[src/rtl/parity_serial_tx.sv]
// parity_serial_tx: accepts a parallel word over valid/ready, registers its
// parity (odd, even or none) and sends a framed serial stream: start bit,
// data LSB first, optional parity bit, then 1 or 2 stop bits. Each bit lasts
// CLKS_PER_BIT system clocks. Every output is registered. The output
// registers are loaded from the next-state values, so each output changes on
// the same edge as the state it belongs to.
module parity_serial_tx #(
  parameter int DATA_W       = 8,
  parameter int PARITY_MODE  = 1,
  parameter int STOP_BITS    = 1,
  parameter int CLKS_PER_BIT = 200_000_000
) (
  input  logic              clk,
  input  logic              resetSW_n,
  input  logic              tx_valid,
  input  logic [DATA_W-1:0] tx_data,
  output logic              tx_ready,
  output logic              serial_out,
  output logic              busy,
  output logic              parity_bit,
  output logic              frame_done
);

  localparam int CNT_W = (CLKS_PER_BIT > 1) ? $clog2(CLKS_PER_BIT) : 1;
  localparam int IDX_W = $clog2(DATA_W + 1);
  localparam logic [CNT_W-1:0] CNT_LAST       = CNT_W'(CLKS_PER_BIT - 1);
  localparam logic [IDX_W-1:0] IDX_DATA_LAST  = IDX_W'(DATA_W - 1);
  localparam logic [IDX_W-1:0] IDX_STOP_LAST  = IDX_W'(STOP_BITS - 1);

  if ((DATA_W < 1) || (DATA_W > 32)) begin : g_bad_data_w
    $error("parity_serial_tx: DATA_W must be 1..32");
  end
  if ((PARITY_MODE < 0) || (PARITY_MODE > 2)) begin : g_bad_parity_mode
    $error("parity_serial_tx: PARITY_MODE must be 0, 1 or 2");
  end
  if ((STOP_BITS < 1) || (STOP_BITS > 2)) begin : g_bad_stop_bits
    $error("parity_serial_tx: STOP_BITS must be 1 or 2");
  end
  if (CLKS_PER_BIT < 2) begin : g_bad_clks_per_bit
    $error("parity_serial_tx: CLKS_PER_BIT must be >= 2");
  end

  typedef enum logic [2:0] {
    S_IDLE   = 3'd0,
    S_START  = 3'd1,
    S_DATA   = 3'd2,
    S_PARITY = 3'd3,
    S_STOP   = 3'd4
  } state_t;

  // Parity bit for the selected mode; zero when no parity bit is sent.
  function automatic logic calc_parity(input logic [DATA_W-1:0] d);
    logic p;
    case (PARITY_MODE)
      1:       p = ~^d;
      2:       p = ^d;
      default: p = 1'b0;
    endcase
    return p;
  endfunction

  state_t             r_state;
  logic [CNT_W-1:0]   r_cnt;
  logic [IDX_W-1:0]   r_idx;
  logic [DATA_W-1:0]  r_shift;
  logic               r_parity;
  logic               r_tx_ready;
  logic               r_serial_out;
  logic               r_busy;
  logic               r_frame_done;

  state_t             w_state_nxt;
  logic [CNT_W-1:0]   w_cnt_nxt;
  logic [IDX_W-1:0]   w_idx_nxt;
  logic [DATA_W-1:0]  w_shift_nxt;
  logic               w_parity_nxt;
  logic               w_cnt_last;
  logic               w_serial_nxt;
  logic               w_frame_done_nxt;

  // Next-state, bit counter, index and shift register logic.
  always_comb begin
    w_state_nxt  = r_state;
    w_cnt_nxt    = r_cnt;
    w_idx_nxt    = r_idx;
    w_shift_nxt  = r_shift;
    w_parity_nxt = r_parity;
    w_cnt_last   = (r_cnt == CNT_LAST);
    case (r_state)
      S_IDLE: begin
        if (tx_valid && r_tx_ready) begin
          w_state_nxt  = S_START;
          w_cnt_nxt    = {CNT_W{1'b0}};
          w_idx_nxt    = {IDX_W{1'b0}};
          w_shift_nxt  = tx_data;
          w_parity_nxt = calc_parity(tx_data);
        end else begin
          w_state_nxt = S_IDLE;
        end
      end
      S_START: begin
        if (w_cnt_last) begin
          w_cnt_nxt   = {CNT_W{1'b0}};
          w_idx_nxt   = {IDX_W{1'b0}};
          w_state_nxt = S_DATA;
        end else begin
          w_cnt_nxt = r_cnt + {{(CNT_W-1){1'b0}}, 1'b1};
        end
      end
      S_DATA: begin
        if (w_cnt_last) begin
          w_cnt_nxt = {CNT_W{1'b0}};
          if (r_idx == IDX_DATA_LAST) begin
            w_idx_nxt   = {IDX_W{1'b0}};
            w_state_nxt = (PARITY_MODE != 0) ? S_PARITY : S_STOP;
          end else begin
            w_idx_nxt   = r_idx + {{(IDX_W-1){1'b0}}, 1'b1};
            w_shift_nxt = r_shift >> 1'b1;
          end
        end else begin
          w_cnt_nxt = r_cnt + {{(CNT_W-1){1'b0}}, 1'b1};
        end
      end
      S_PARITY: begin
        if (w_cnt_last) begin
          w_cnt_nxt   = {CNT_W{1'b0}};
          w_idx_nxt   = {IDX_W{1'b0}};
          w_state_nxt = S_STOP;
        end else begin
          w_cnt_nxt = r_cnt + {{(CNT_W-1){1'b0}}, 1'b1};
        end
      end
      S_STOP: begin
        if (w_cnt_last) begin
          w_cnt_nxt = {CNT_W{1'b0}};
          if (r_idx == IDX_STOP_LAST) begin
            w_idx_nxt   = {IDX_W{1'b0}};
            w_state_nxt = S_IDLE;
          end else begin
            w_idx_nxt = r_idx + {{(IDX_W-1){1'b0}}, 1'b1};
          end
        end else begin
          w_cnt_nxt = r_cnt + {{(CNT_W-1){1'b0}}, 1'b1};
        end
      end
      default: begin
        w_state_nxt = S_IDLE;
        w_cnt_nxt   = {CNT_W{1'b0}};
        w_idx_nxt   = {IDX_W{1'b0}};
      end
    endcase
  end

  // Line level and end-of-frame flag for the state being entered.
  always_comb begin
    w_serial_nxt = 1'b1;
    case (w_state_nxt)
      S_IDLE:   w_serial_nxt = 1'b1;
      S_START:  w_serial_nxt = 1'b0;
      S_DATA:   w_serial_nxt = w_shift_nxt[0];
      S_PARITY: w_serial_nxt = w_parity_nxt;
      S_STOP:   w_serial_nxt = 1'b1;
      default:  w_serial_nxt = 1'b1;
    endcase
    w_frame_done_nxt = (w_state_nxt == S_STOP) && (w_cnt_nxt == CNT_LAST) &&
                       (w_idx_nxt == IDX_STOP_LAST);
  end

  // State register and datapath; reset aborts any frame in progress.
  always_ff @(posedge clk) begin
    if (!resetSW_n) begin
      r_state  <= S_IDLE;
      r_cnt    <= {CNT_W{1'b0}};
      r_idx    <= {IDX_W{1'b0}};
      r_shift  <= {DATA_W{1'b0}};
      r_parity <= 1'b0;
    end else begin
      r_state  <= w_state_nxt;
      r_cnt    <= w_cnt_nxt;
      r_idx    <= w_idx_nxt;
      r_shift  <= w_shift_nxt;
      r_parity <= w_parity_nxt;
    end
  end

  // Registered outputs, loaded from the next-state values.
  always_ff @(posedge clk) begin
    if (!resetSW_n) begin
      r_tx_ready   <= 1'b1;
      r_serial_out <= 1'b1;
      r_busy       <= 1'b0;
      r_frame_done <= 1'b0;
    end else begin
      r_tx_ready   <= (w_state_nxt == S_IDLE);
      r_serial_out <= w_serial_nxt;
      r_busy       <= (w_state_nxt != S_IDLE);
      r_frame_done <= w_frame_done_nxt;
    end
  end

  assign tx_ready   = r_tx_ready;
  assign serial_out = r_serial_out;
  assign busy       = r_busy;
  assign parity_bit = r_parity;
  assign frame_done = r_frame_done;

endmodule
[config.mk]
export PLATFORM = sky130hd
export DESIGN_NAME = parity_serial_tx
export DESIGN_NICKNAME = d
export VERILOG_FILES = /design/src/rtl/parity_serial_tx.sv
export SDC_FILE = /design/constraint.sdc
export NUM_CORES = 1
export LEC_CHECK = 0
export BUFFER_PORTS_ARGS = -buffer_cell sky130_fd_sc_hd__buf_2
export CAP_MARGIN = 10
export CELL_PAD_IN_SITES_DETAIL_PLACEMENT = 1
export CELL_PAD_IN_SITES_GLOBAL_PLACEMENT = 1
export CORE_MARGIN = 5
export CORE_UTILIZATION = 45
export CTS_BUF_LIST = sky130_fd_sc_hd__clkbuf_8
export DETAILED_ROUTE_END_ITERATION = 6
export GPL_TIMING_DRIVEN = 0
export PLACE_DENSITY_LB_ADDON = 0.1
export SYNTH_ARGS = -nofsm -noshare
export SYNTH_HDL_FRONTEND = slang
export SYNTH_SLANG_ARGS = --single-unit
export TNS_END_PERCENT = 30
[constraint.sdc]
create_clock -name clk -period 4.85 [get_ports clk]
set_clock_uncertainty 0.1 [all_clocks]
set_input_delay 0.7275 -clock clk [delete_from_list [all_inputs] [get_ports clk]]
set_output_delay 0.7275 -clock clk [all_outputs]
set_load 0.01 [all_outputs]
* Word level (Yosys, flattened, before mapping)
Index checks and enable logic that the tools add are counted.
Cells by class: $add $sub $neg 2, equality and inequality tests 14, muxes and demuxes 25, reductions and logical operators 13
Operator list (count):
- 28-bit equality test, second input constant | 2
- 28-bit 2-to-1 mux | 2
- 28-bit one-hot mux with 2 select lines | 1
- 28-bit by 1-bit adder with 28-bit output, second input constant | 1
- 4-bit 2-to-1 mux | 6
- 8-bit 2-to-1 mux | 3
- 3-bit 2-to-1 mux | 6
- 4-bit one-hot mux with 4 select lines | 1
- 8-bit one-hot mux with 2 select lines | 1
- 3-bit one-hot mux with 5 select lines | 1
- 3-bit by 2-bit equality test with 1-bit output, second input constant | 4
- 4-bit zero test | 2
- 8-bit XNOR reduction | 1
- 3-bit by 1-bit equality test with 1-bit output, second input constant | 2
- 3-bit equality test, second input constant | 2
- 3-bit zero test | 2
- 2-bit inequality test, second input constant | 3
- 4-bit by 1-bit adder with 4-bit output, second input constant | 1
- 4-bit by 3-bit equality test with 1-bit output, second input constant | 1
- 4-bit AND reduction | 1
- 4-bit OR reduction | 1
- 1-bit logical AND | 3
- 1-bit 2-to-1 mux | 3
- 1-bit one-hot mux with 3 select lines | 1
- other kinds (3) | 3
Storage, ports and cells: register bits after elaboration 48, input port bits 11, output and inout bits 5, word-level logic and storage cells 64

* Depth between registers and ports, before layout
Gate-level depths: netlist (run 1).
depth after elaboration 7, depth in mapped cells 11

* Worst setup path before layout (run 1)
OpenSTA, ideal clock, no wires.
kind register -> register, start reg r_cnt[0], end reg r_frame_done, in the netlist frame_done, data arrival time 2.614 ns, data required time 4.662 ns, slack 2.048 ns, stages on the path, launching flop included 8, path buffers 0, clock period less this slack 2.802 ns, cell sequence dfxtp_1 -> nand4_4 -> or4_4 -> or3_1 -> or3_1 -> and3_1 -> or4_4 -> nor4_2
Between the ends: word-level cells in the longest chain between the ends 6
RTL lines:
- start: declaration | RTL line 63 | logic [CNT_W-1:0] r_cnt;
- start signal: assignment | RTL line 173 | r_cnt <= {CNT_W{1'b0}};
- start signal: assignment | RTL line 179 | r_cnt <= w_cnt_nxt;
- 28-bit by 1-bit adder with 28-bit output or 28-bit equality test (tied branches)
- 28-bit 2-to-1 mux, or another cell as far along
- 28-bit one-hot mux with 2 select lines or 3-bit one-hot mux with 5 select lines (tied branches) | RTL line 89 | case (r_state)
- 28-bit equality test or 3-bit equality test (tied branches) | RTL line 165 | w_frame_done_nxt = (w_state_nxt == S_STOP) && (w_cnt_nxt == CNT_LAST) &&
- 1-bit logical AND | RTL line 165
- 1-bit logical AND * | RTL line 165
- end signal: assignment | RTL line 197 | r_frame_done <= w_frame_done_nxt;
- end: declaration | RTL line 70 | logic r_frame_done;
Every way passes the cells marked *; elsewhere a longest branch is shown, timed or not. A chain may end at the register's enable or synchronous reset.

* Final worst setup path (run 1)
Ends and elaborated chain as after synthesis.

==> results of run 1 <==
worst max-delay path: stages, from the launching register on:
cell,delay [ns]
dfxtp_1,0.53
ha_1,0.31
and3_1,0.24
nand3_1,0.21
or4_1,0.55
clkbuf_1,0.21
clkbuf_1,0.35
a31oi_1,0.23
a2bb2oi_1,0.22
nand4_1,0.13
nor4_2,0.31
metal layers:
layer / vias up / share of wire (%) / track usage [%]
met5: - / 0 / 0
met4: 0 / 1.8 / 8.18
met3: 17 / 5.8 / 3.17
met2: 121 / 46 / 41.3
met1: 1655 / 47 / 35.7
li1: 1574 / - / -
final timing paths:
kind                              endpoint  slack [ns]  depth (start not counted)
worst max-delay path            frame_done        1.35                         10
worst min-delay path            r_shift[2]        0.38                          2
worst max register to register  frame_done        1.35                         10
worst min register to register  r_shift[2]        0.38                          2
sequential cells by signal, summed over array words and instances (netlist names):
name / count
busy: 1
frame_done: 1
parity_bit: 1
r_cnt: 28
r_idx: 4
r_shift: 8
r_state: 3
serial_out: 1
tx_ready: 1
logic make-up after synthesis:
family / share of synthesized area (%)
xor+xnor: 2.84
simple gates: 32.6
fa+ha+maj: 1.22
compound gates: 25.1
buf+inv: 6.09
mux: 0.974
flops: 31.2
power by group through the flow:
stage / clock network (uW) / registers [uW] / logic [uW]
2_1_floorplan: 0 / 421 / 80.9
3_3_place_gp: 0 / 420 / 126
3_5_place_dp: 0 / 421 / 130
4_1_cts: 266 / 411 / 131
5_1_grt: 284 / 413 / 143
6_report: 260 / 411 / 134
cell usage after synthesis, types with 2 or more instances:
cell / n
a22oi_1: 7
a211oi_1: 6
a21o_1: 3
nand4_1: 9
ha_1: 3
a2bb2oi_1: 2
or4_1: 5
o21ai_0: 22
xor2_1: 2
buf_2: 3
a311oi_1: 7
nor2_1: 27
buf_4: 4
nand2b_1: 2
xnor2_1: 8
nor2b_1: 12
dfxtp_1: 48
or3_1: 11
a31oi_1: 11
or2_2: 2
a21oi_1: 30
and4_1: 4
mux2i_1: 3
nor4_1: 13
nand2_1: 45
clkbuf_1: 21
buf_6: 2
nor3b_1: 2
a2111oi_0: 3
and3_1: 5
o211ai_1: 3
or4_4: 2
o2bb2ai_1: 2
nand3b_1: 4
and2_1: 5
nand3_1: 17
nor3_1: 14
inv_1: 10
a21boi_0: 8
through the flow:
step	std cells	hold slack (ns)	power [uW]	worst slack [ns]	utilization (%)
after global placement	502	0.353	546	1.23	48.5
after CTS	510	0.384	808	1.17	49.9
after floorplan	407	0.343	502	2.05	-
after detailed placement	502	0.371	551	1.22	48.5
final	511	0.381	805	1.35	49.9
after global routing	511	0.409	841	1.11	49.9
area by class of cell:
class                           count  area [sq um]  area share [%]
Clock inverter                      2          10.0           0.298
Tap cell                           80           100            2.98
Inverter                           10          37.5            1.12
Buffer                             31           150            4.48
Timing Repair Buffer               16          80.1            2.39
Multi-Input combinational cell    318          1930            57.6
Sequential cell                    48           961            28.6
Clock buffer                        6          82.6            2.46
==> reports/metrics.cfg, run 1 <==
[pwr]
internal-power_uw=561
swShare_pct=30.3
pwr-share-seq_pct=51.1
p_leak_uw=0.00109
vdd_drop_max_mv=0.112
power_frac_clock_pct=32.3
power_frac_comb_pct=16.6
p_per_area_nw_per_um2=240
p_switching_uw=244

[synth]
synth_edf_count=0
yosysWarnings=0
syn_avg_cell_area_sq_um=7.57
synth_area_leaders=dfxtp_1 31%, nand2_1 5.5%, a21oi_1 4.9%, o21ai_0 3.6%, nor2_1 3.3%
synth_cells=407
ys_seq_area_share_pct=31.2
ys_types=59
synth-main-ff-cell=dfxtp_1
synthArstFlopShare_pct=0
synth_area_leader_cell=dfxtp_1
mappedNetlistArea_sq_um=3080
synth_nets=421
ys_ff_latch=48
yosysTopAreaCellShare_pct=31.2

[cts]
cts_hold_buf=0
cts_tree=yes
path_clk_slew_ns=0.10
cts_setup_buffers=0
cts_buffers=5
htree_levels=2
ctsResizeCount=0
clock_tree.root_cell=clkbuf_8
clk_latency_ns=0.31
clk_path_buf_depth=2
clock_sinks=48

[routing]
avgViaCountPerCell=6.59
drc=0
antenna_left=0
via_count=3367
dr.pass1.iters=4
wl_um=10700
drt_iter0_drc=277
wire_per_inst_um=21.0

[global_route]
antenna_found_initial=0
grt_usage_pct=25.7
grt-ovfl-total=0
grt_first_pass_wirelength_um=17500
first_global_vias=3310
grt_max_degree=15

[cells_and_area]
fin_area_sq_um=3350
n_fill_cell=867
layout_common_cells=48 x dfxtp_1, 45 x nand2_1, 30 x a21oi_1
antenna_cells=0
final_nets=444
syn_to_final_growth_pct=8.85
final_common_cell=dfxtp_1
layout-drive-gt1-share_pct=9.74

[worst_setup_path]
critPathKind=flop to flop
crit_fanout=10
r2r_start=r_cnt[0]
crit_arrival_ns=3.62
cp-start-kind=flop
cp.required_ns=4.97
end_kind=flop
startpoint=r_cnt[0]

[floorplan]
start_util_pct=45.9
core-area_sq_um=6720
ioPinCount=16
die_height_um=92.8
dieArea_sq_um=8600
die_x_um=92.8
num_rows=30

[placement]
hpwl_um=7810
place_area_sq_um=3260
gp_routability_congestion=0.962
numPortBuffers=15

[sta]
slew_headroom_pct=41.3
slew_violations=0
hold_viol=0
max_freq_mhz=286
rsz0062_at_grt=false
setup_viol=0
tightest_slew_ns=0.872
min_period_ns=3.50
post-route-period-util_pct=72.2
final.setup.tns_ns=0

[min_path]
hp-class=flop to flop
min-delay-start=r_shift[2]

[flow_run]
cap_viol_max_count=0

[run_status]
status=complete, no violations

Power figures use the tool's default switching activity.
==> run 2: changes to the inputs <==
- CORE_UTILIZATION: 45 -> 43
- clock period: 4.85 -> 3.2 ns (I/O delays scaled with it)
==> run 2 against run 1 <==
Compared with the run above: clock power increased by 82%; combinational power increased by 51%; non-clock buffer count increased by 1; via count decreased by 2.2%; power increased by 61%; utilization increased by 0.91 points; die area increased by 4.1%; sequential share of layout area decreased by 0.95 points; global-route usage decreased by 1.4 points; sequential power increased by 52%; hold slack got worse by 0.014 ns; critical path type unchanged; critical endpoint unchanged; largest power group unchanged.
==> reports/metrics.cfg, run 2 (synthesis gave the netlist of run 1 again) <==
[floorplan]
ioPinCount=16  ; unchanged
core-area_sq_um=6870  ; +2.2%
num_rows=30  ; unchanged
die_height_um=94.7  ; +2.0%
dieArea_sq_um=8960  ; +4.1%
die_x_um=94.7  ; +2.0%
start_util_pct=44.9  ; -1.0 points

[global_route]
grtUsageMet2_pct=38.4  ; -2.9 points
first_global_vias=3200  ; -3.3%
met1_usage_pct=34.1  ; -1.6 points
grt-ovfl-total=0  ; unchanged
top_usage_layer=met2
grt_first_pass_wirelength_um=17000  ; -2.6%
grt_max_degree=17  ; +2
antenna_found_initial=0  ; unchanged
gr-usage-met3_pct=4.70  ; +1.5 points
grt_usage_pct=24.3  ; -1.4 points

[placement]
dp.cells=518  ; +3.2%
place_area_sq_um=3280  ; +0.61%
numPortBuffers=15  ; unchanged
gp_routability_congestion=0.916  ; -4.8%
hpwl_um=7710  ; -1.3%

[pwr]
p_leak_uw=0.00112  ; +3.3%
p_per_area_nw_per_um2=372  ; +55%
vdd_drop_max_mv=0.187  ; +68%
power.total_uw=1300  ; +61%

[worst_setup_path]
critPathKind=flop to flop
cp-start-kind=flop
crit_fanout=10  ; unchanged
end_kind=flop
crit_arrival_ns=3.24  ; -0.38 ns
cp.required_ns=3.31  ; -1.66 ns
crit_buf_inv=1  ; -1
cp_top_family=simple AND/OR/NAND/NOR gates
path_cells=ha_1, and3_1, nand3_2, or4_4, clkbuf_8, a31oi_1, a2bb2oi_1, nand4_1, nor4_2
max_stage_delay_ns=0.66  ; +0.11 ns
critPathSlowestCell=or4_4

[cells_and_area]
largest_reg_flops=28  ; unchanged
multi_input_area_sq_um=1990  ; +3.0%
final_nets=445  ; +0.23%
antenna_cells=0  ; unchanged
stdcell_count=528  ; +3.3%
regMostFlops=r_cnt
layout_common_cells=45 x nand2_1, 43 x dfxtp_1, 30 x a21oi_1
fin_area_sq_um=3490  ; +4.1%
ff_latch_area_sq_um=967  ; +0.65%
final_common_cell=nand2_1
n_fill_cell=888  ; +2.4%
layout-drive-gt1-share_pct=14.6  ; +4.8 points
syn_to_final_growth_pct=13.3
reg_top3=r_cnt (28), r_shift (8), r_idx (4)

[sta]
hold_viol=0  ; unchanged
setup_viol=0  ; unchanged
min_period_ns=3.13  ; -0.375 ns
tightest_slew_ns=0.932  ; +0.0596 ns
hold_ws_ns=0.367  ; -0.0136 ns
max_freq_mhz=320  ; +12%
slew_violations=0  ; unchanged
final.setup.tns_ns=0  ; unchanged
post-route-period-util_pct=97.7  ; +26 points
slew_headroom_pct=37.3  ; -4.0 points

[cts]
clk_latency_ns=0.32  ; about the same
cts_hold_buf=0  ; unchanged
clock_sinks=48  ; unchanged
cts_tree=yes
path_clk_slew_ns=0.10  ; about the same
cts_buffers=5  ; unchanged
clock_tree.root_cell=clkbuf_8
htree_levels=2  ; unchanged
clk_path_buf_depth=2  ; unchanged

[routing]
dr.pass1.iters=4  ; unchanged
wire_per_inst_um=20.1  ; -4.5%
wl_um=10600  ; -1.3%
avgViaCountPerCell=6.23  ; -5.4%
via_count=3292  ; -2.2%
drc=0  ; unchanged
antenna_left=0  ; unchanged
drt_iter0_drc=276  ; -0.36%

[min_path]
hp-class=input port to flop

[run_status]
status=complete, no violations

[flow_run]
cap_viol_max_count=0  ; unchanged

-- run 2: cell types whose count changed in the layout (fill, tap and decap cells not counted), sizes merged --
cell,previous run,this run
buf,25,30
clkbuf,28,23
clkinv,2,0
bufinv,0,1
clkinvlp,0,1
inv,10,11
-- run 2: metrics by stage --
stage | util (%) | setup WS [ns]
detailed placement | 47.7 | -0.555
global placement | 47.7 | -0.492
global route | 50.8 | -0.0329
finish | 50.8 | 0.0735
floorplan | - | 0.398
CTS | 49.9 | 0.00475
-- run 2: area by class of cell --
| cell class | count | share of cell area (%) |
|---|---|---|
| buffer | 29 | 4.48 |
| inverter | 10 | 1.07 |
| clock buffer | 5 | 1.97 |
| sequential | 48 | 27.7 |
| tap | 96 | 3.44 |
| clock inverter | 3 | 1.33 |
| multi-input combinational | 318 | 57.0 |
| timing repair buffer | 19 | 3.01 |
-- run 2: final timing paths --
check,to,depth (start not counted),start,slack [ns]
worst max-delay path,frame_done,9,r_cnt[0],0.07
worst min-delay path,r_shift[7],3,tx_data[7],0.37
worst max register to register,frame_done,9,r_cnt[0],0.07
worst min register to register,r_shift[5],2,r_shift[5],0.37
-- run 2: tightest hold or removal path, stage by stage --
cell and delay (ns):
buf_2 0.10, a21oi_1 0.06, nor2b_1 0.10
-- run 2: repair_timing --
item                       CTS  global route
cloned                       0             0
pin swaps                    0             2
resized for setup           13            13
setup endpoints to repair   33            30
setup buffers                0             4
-- run 2: per-layer routing --
metal | vias to the layer above | share of wire (%) | wire, um
met5 | - | 0 | 0
met3 | 11 | 7.3 | 769
met2 | 112 | 46 | 4860
met1 | 1602 | 46 | 4830
met4 | 0 | 1.3 | 140
li1 | 1567 | - | -
-- run 2: power by group --
part	switching, uW	internal [uW]	total (uW)
registers	10.6	613	624
logic	135	66.7	202
clock network	238	236	473
==> run 3: changes to the inputs <==
- SETUP_SLACK_MARGIN: unset -> 0.3
- SKIP_CTS_REPAIR_TIMING: unset -> 1
==> run 3 against run 2 <==
Compared with the run above: utilization grew 2.9 points; clock power grew 0.8%; register-to-register slack gained 0.12 ns; global-route usage is essentially flat; non-clock buffer count grew 10; first-iteration DRC count grew 2.5%; maximum frequency grew 4.1%; final cell count grew 1.9%; sequential share of layout area shrank 1.1 points; setup slack gained 0.12 ns; critical path type unchanged; highest routed layer unchanged.
==> reports/metrics.cfg, run 3 (synthesis gave the netlist of run 1 again) <==
[floorplan]
die_height_um=94.7  ; unchanged
dieArea_sq_um=8960  ; unchanged
die_x_um=94.7  ; unchanged
ioPinCount=16  ; unchanged
num_rows=30  ; unchanged
core-area_sq_um=6870  ; unchanged
start_util_pct=44.9  ; unchanged

[cells_and_area]
final_nets=455  ; +2.2%
regMostFlops=r_cnt
layout_common_cells=43 x nand2_1, 39 x dfxtp_1, 29 x a21oi_1
syn_to_final_growth_pct=19.8
stdcell_count=538  ; +1.9%
antenna_cells=0  ; unchanged
reg_top3=r_cnt (28), r_shift (8), r_idx (4)
largest_reg_flops=28  ; unchanged
n_fill_cell=874  ; -1.6%
multi_input_area_sq_um=2080  ; +4.5%
final_common_cell=nand2_1
layout-drive-gt1-share_pct=21.0  ; +6.5 points
ff_latch_area_sq_um=982  ; +1.6%

[cts]
clock_sinks=48  ; unchanged
path_clk_slew_ns=0.10  ; about the same
cts_tree=yes
clk_latency_ns=0.32  ; about the same
clock_tree.root_cell=clkbuf_8
clk_path_buf_depth=2  ; unchanged
cts_buffers=5  ; unchanged
htree_levels=2  ; unchanged

[sta]
rsz0062_at_grt=true
min_period_ns=3.00  ; -0.123 ns
slew_headroom_pct=35.0  ; -2.3 points
max_freq_mhz=333  ; +4.1%
tightest_slew_ns=0.966  ; +0.0343 ns
setup_viol=0  ; unchanged
post-route-period-util_pct=93.8  ; -3.9 points
slew_violations=0  ; unchanged
hold_viol=0  ; unchanged

[worst_setup_path]
max_stage_delay_ns=0.51  ; -0.15 ns
path_cells=ha_2, and3_2, nand3_4, or4_1, buf_2, buf_4, a31oi_1, a2bb2oi_2, nand4_1, nor4_4
cp.required_ns=3.32  ; about the same
critPathKind=flop to flop
end_kind=flop
crit_arrival_ns=3.12  ; -0.12 ns
critPathSlowestCell=or4_1
crit_fanout=10  ; unchanged
cp-start-kind=flop

[placement]
hpwl_um=7710  ; unchanged
dp.cells=518  ; unchanged
numPortBuffers=15  ; unchanged
gp_routability_congestion=0.916  ; unchanged

[global_route]
top_usage_layer=met2
first_global_vias=3208  ; +0.25%
grt_first_pass_wirelength_um=17000  ; -0.32%
grt_usage_pct=24.3  ; -0.046 points
antenna_found_initial=0  ; unchanged
met1_usage_pct=34.3  ; +0.21 points
grt-ovfl-total=0  ; unchanged
gr-usage-met3_pct=3.98  ; -0.72 points
grtUsageMet2_pct=38.8  ; +0.35 points
grt_max_degree=17  ; unchanged

[pwr]
power.total_uw=1310  ; +1.2%
p_leak_uw=0.00124  ; +11%
vdd_drop_max_mv=0.188  ; +0.48%
p_per_area_nw_per_um2=356  ; -4.3%

[routing]
avgViaCountPerCell=6.35  ; +1.8%
drt_iter0_drc=283  ; +2.5%
via_count=3415  ; +3.7%
wire_per_inst_um=20.4  ; +1.8%
dr.pass1.iters=5  ; +1
antenna_left=0  ; unchanged
wl_um=11000  ; +3.8%
drc=0  ; unchanged

[flow_run]
cap_viol_max_count=0  ; unchanged

[run_status]
status=complete, no violations

[min_path]
hp-class=input port to flop

==> run 3: cell count changes in the layout (fill, tap and decap cells not counted), sizes merged <==
cell	change
buf	+6
clkbuf	+4
==> run 3: area by class of cell <==
class / instances / area share (%)
Multi-Input combinational cell: 318 / 56.4
Sequential cell: 48 / 26.6
Buffer: 31 / 4.95
Timing Repair Buffer: 27 / 4.68
Tap cell: 96 / 3.25
Clock buffer: 5 / 1.86
Clock inverter: 3 / 1.25
Inverter: 10 / 1.02
==> run 3: metrics by stage <==
| step | instance area, sq um | TNS, ns | hold slack (ns) | worst slack (ns) | util [%] |
|---|---|---|---|---|---|
| after detailed placement | 3280 | -10.19 | 0.364 | -0.555 | 47.7 |
| after global placement | 3280 | -9.26 | 0.354 | -0.492 | 47.7 |
| after CTS | 3390 | -10.82 | 0.368 | -0.584 | 49.4 |
| final | 3690 | 0 | 0.363 | 0.197 | 53.7 |
| after floorplan | 3080 | 0 | 0.343 | 0.398 | - |
| after global routing | 3690 | 0 | 0.373 | 0.132 | 53.7 |
==> run 3: power by group <==
part | switching [uW] | internal (uW)
Sequential | 10.7 | 610
Combinational | 142 | 73.4
Clock | 241 | 236
==> run 3: per-layer routing <==
metal / up-vias / routed length (um)
li1: 1590 / -
met1: 1670 / 4980
met2: 133 / 5110
met3: 22 / 699
met4: 0 / 214
met5: - / 0
==> run 3: worst paths after layout <==
kind	depth (start not counted)	slack [ns]	from	to
setup / recovery	10	0.20	r_cnt[0]	frame_done
hold / removal	3	0.36	tx_data[7]	r_shift[7]
setup reg to reg	10	0.20	r_cnt[0]	frame_done
hold reg to reg	2	0.37	r_shift[3]	r_shift[3]
==> run 3: critical path: cells and delay by family (launching register included) <==
kind                     cells  cell delay, ns
AO/OA/AOI/OAI                2            0.37
adder cells (fa/ha/maj)      1            0.24
buffers and inverters        2            0.42
flip-flops                   1            0.40
AND/OR/NAND/NOR              5            1.37
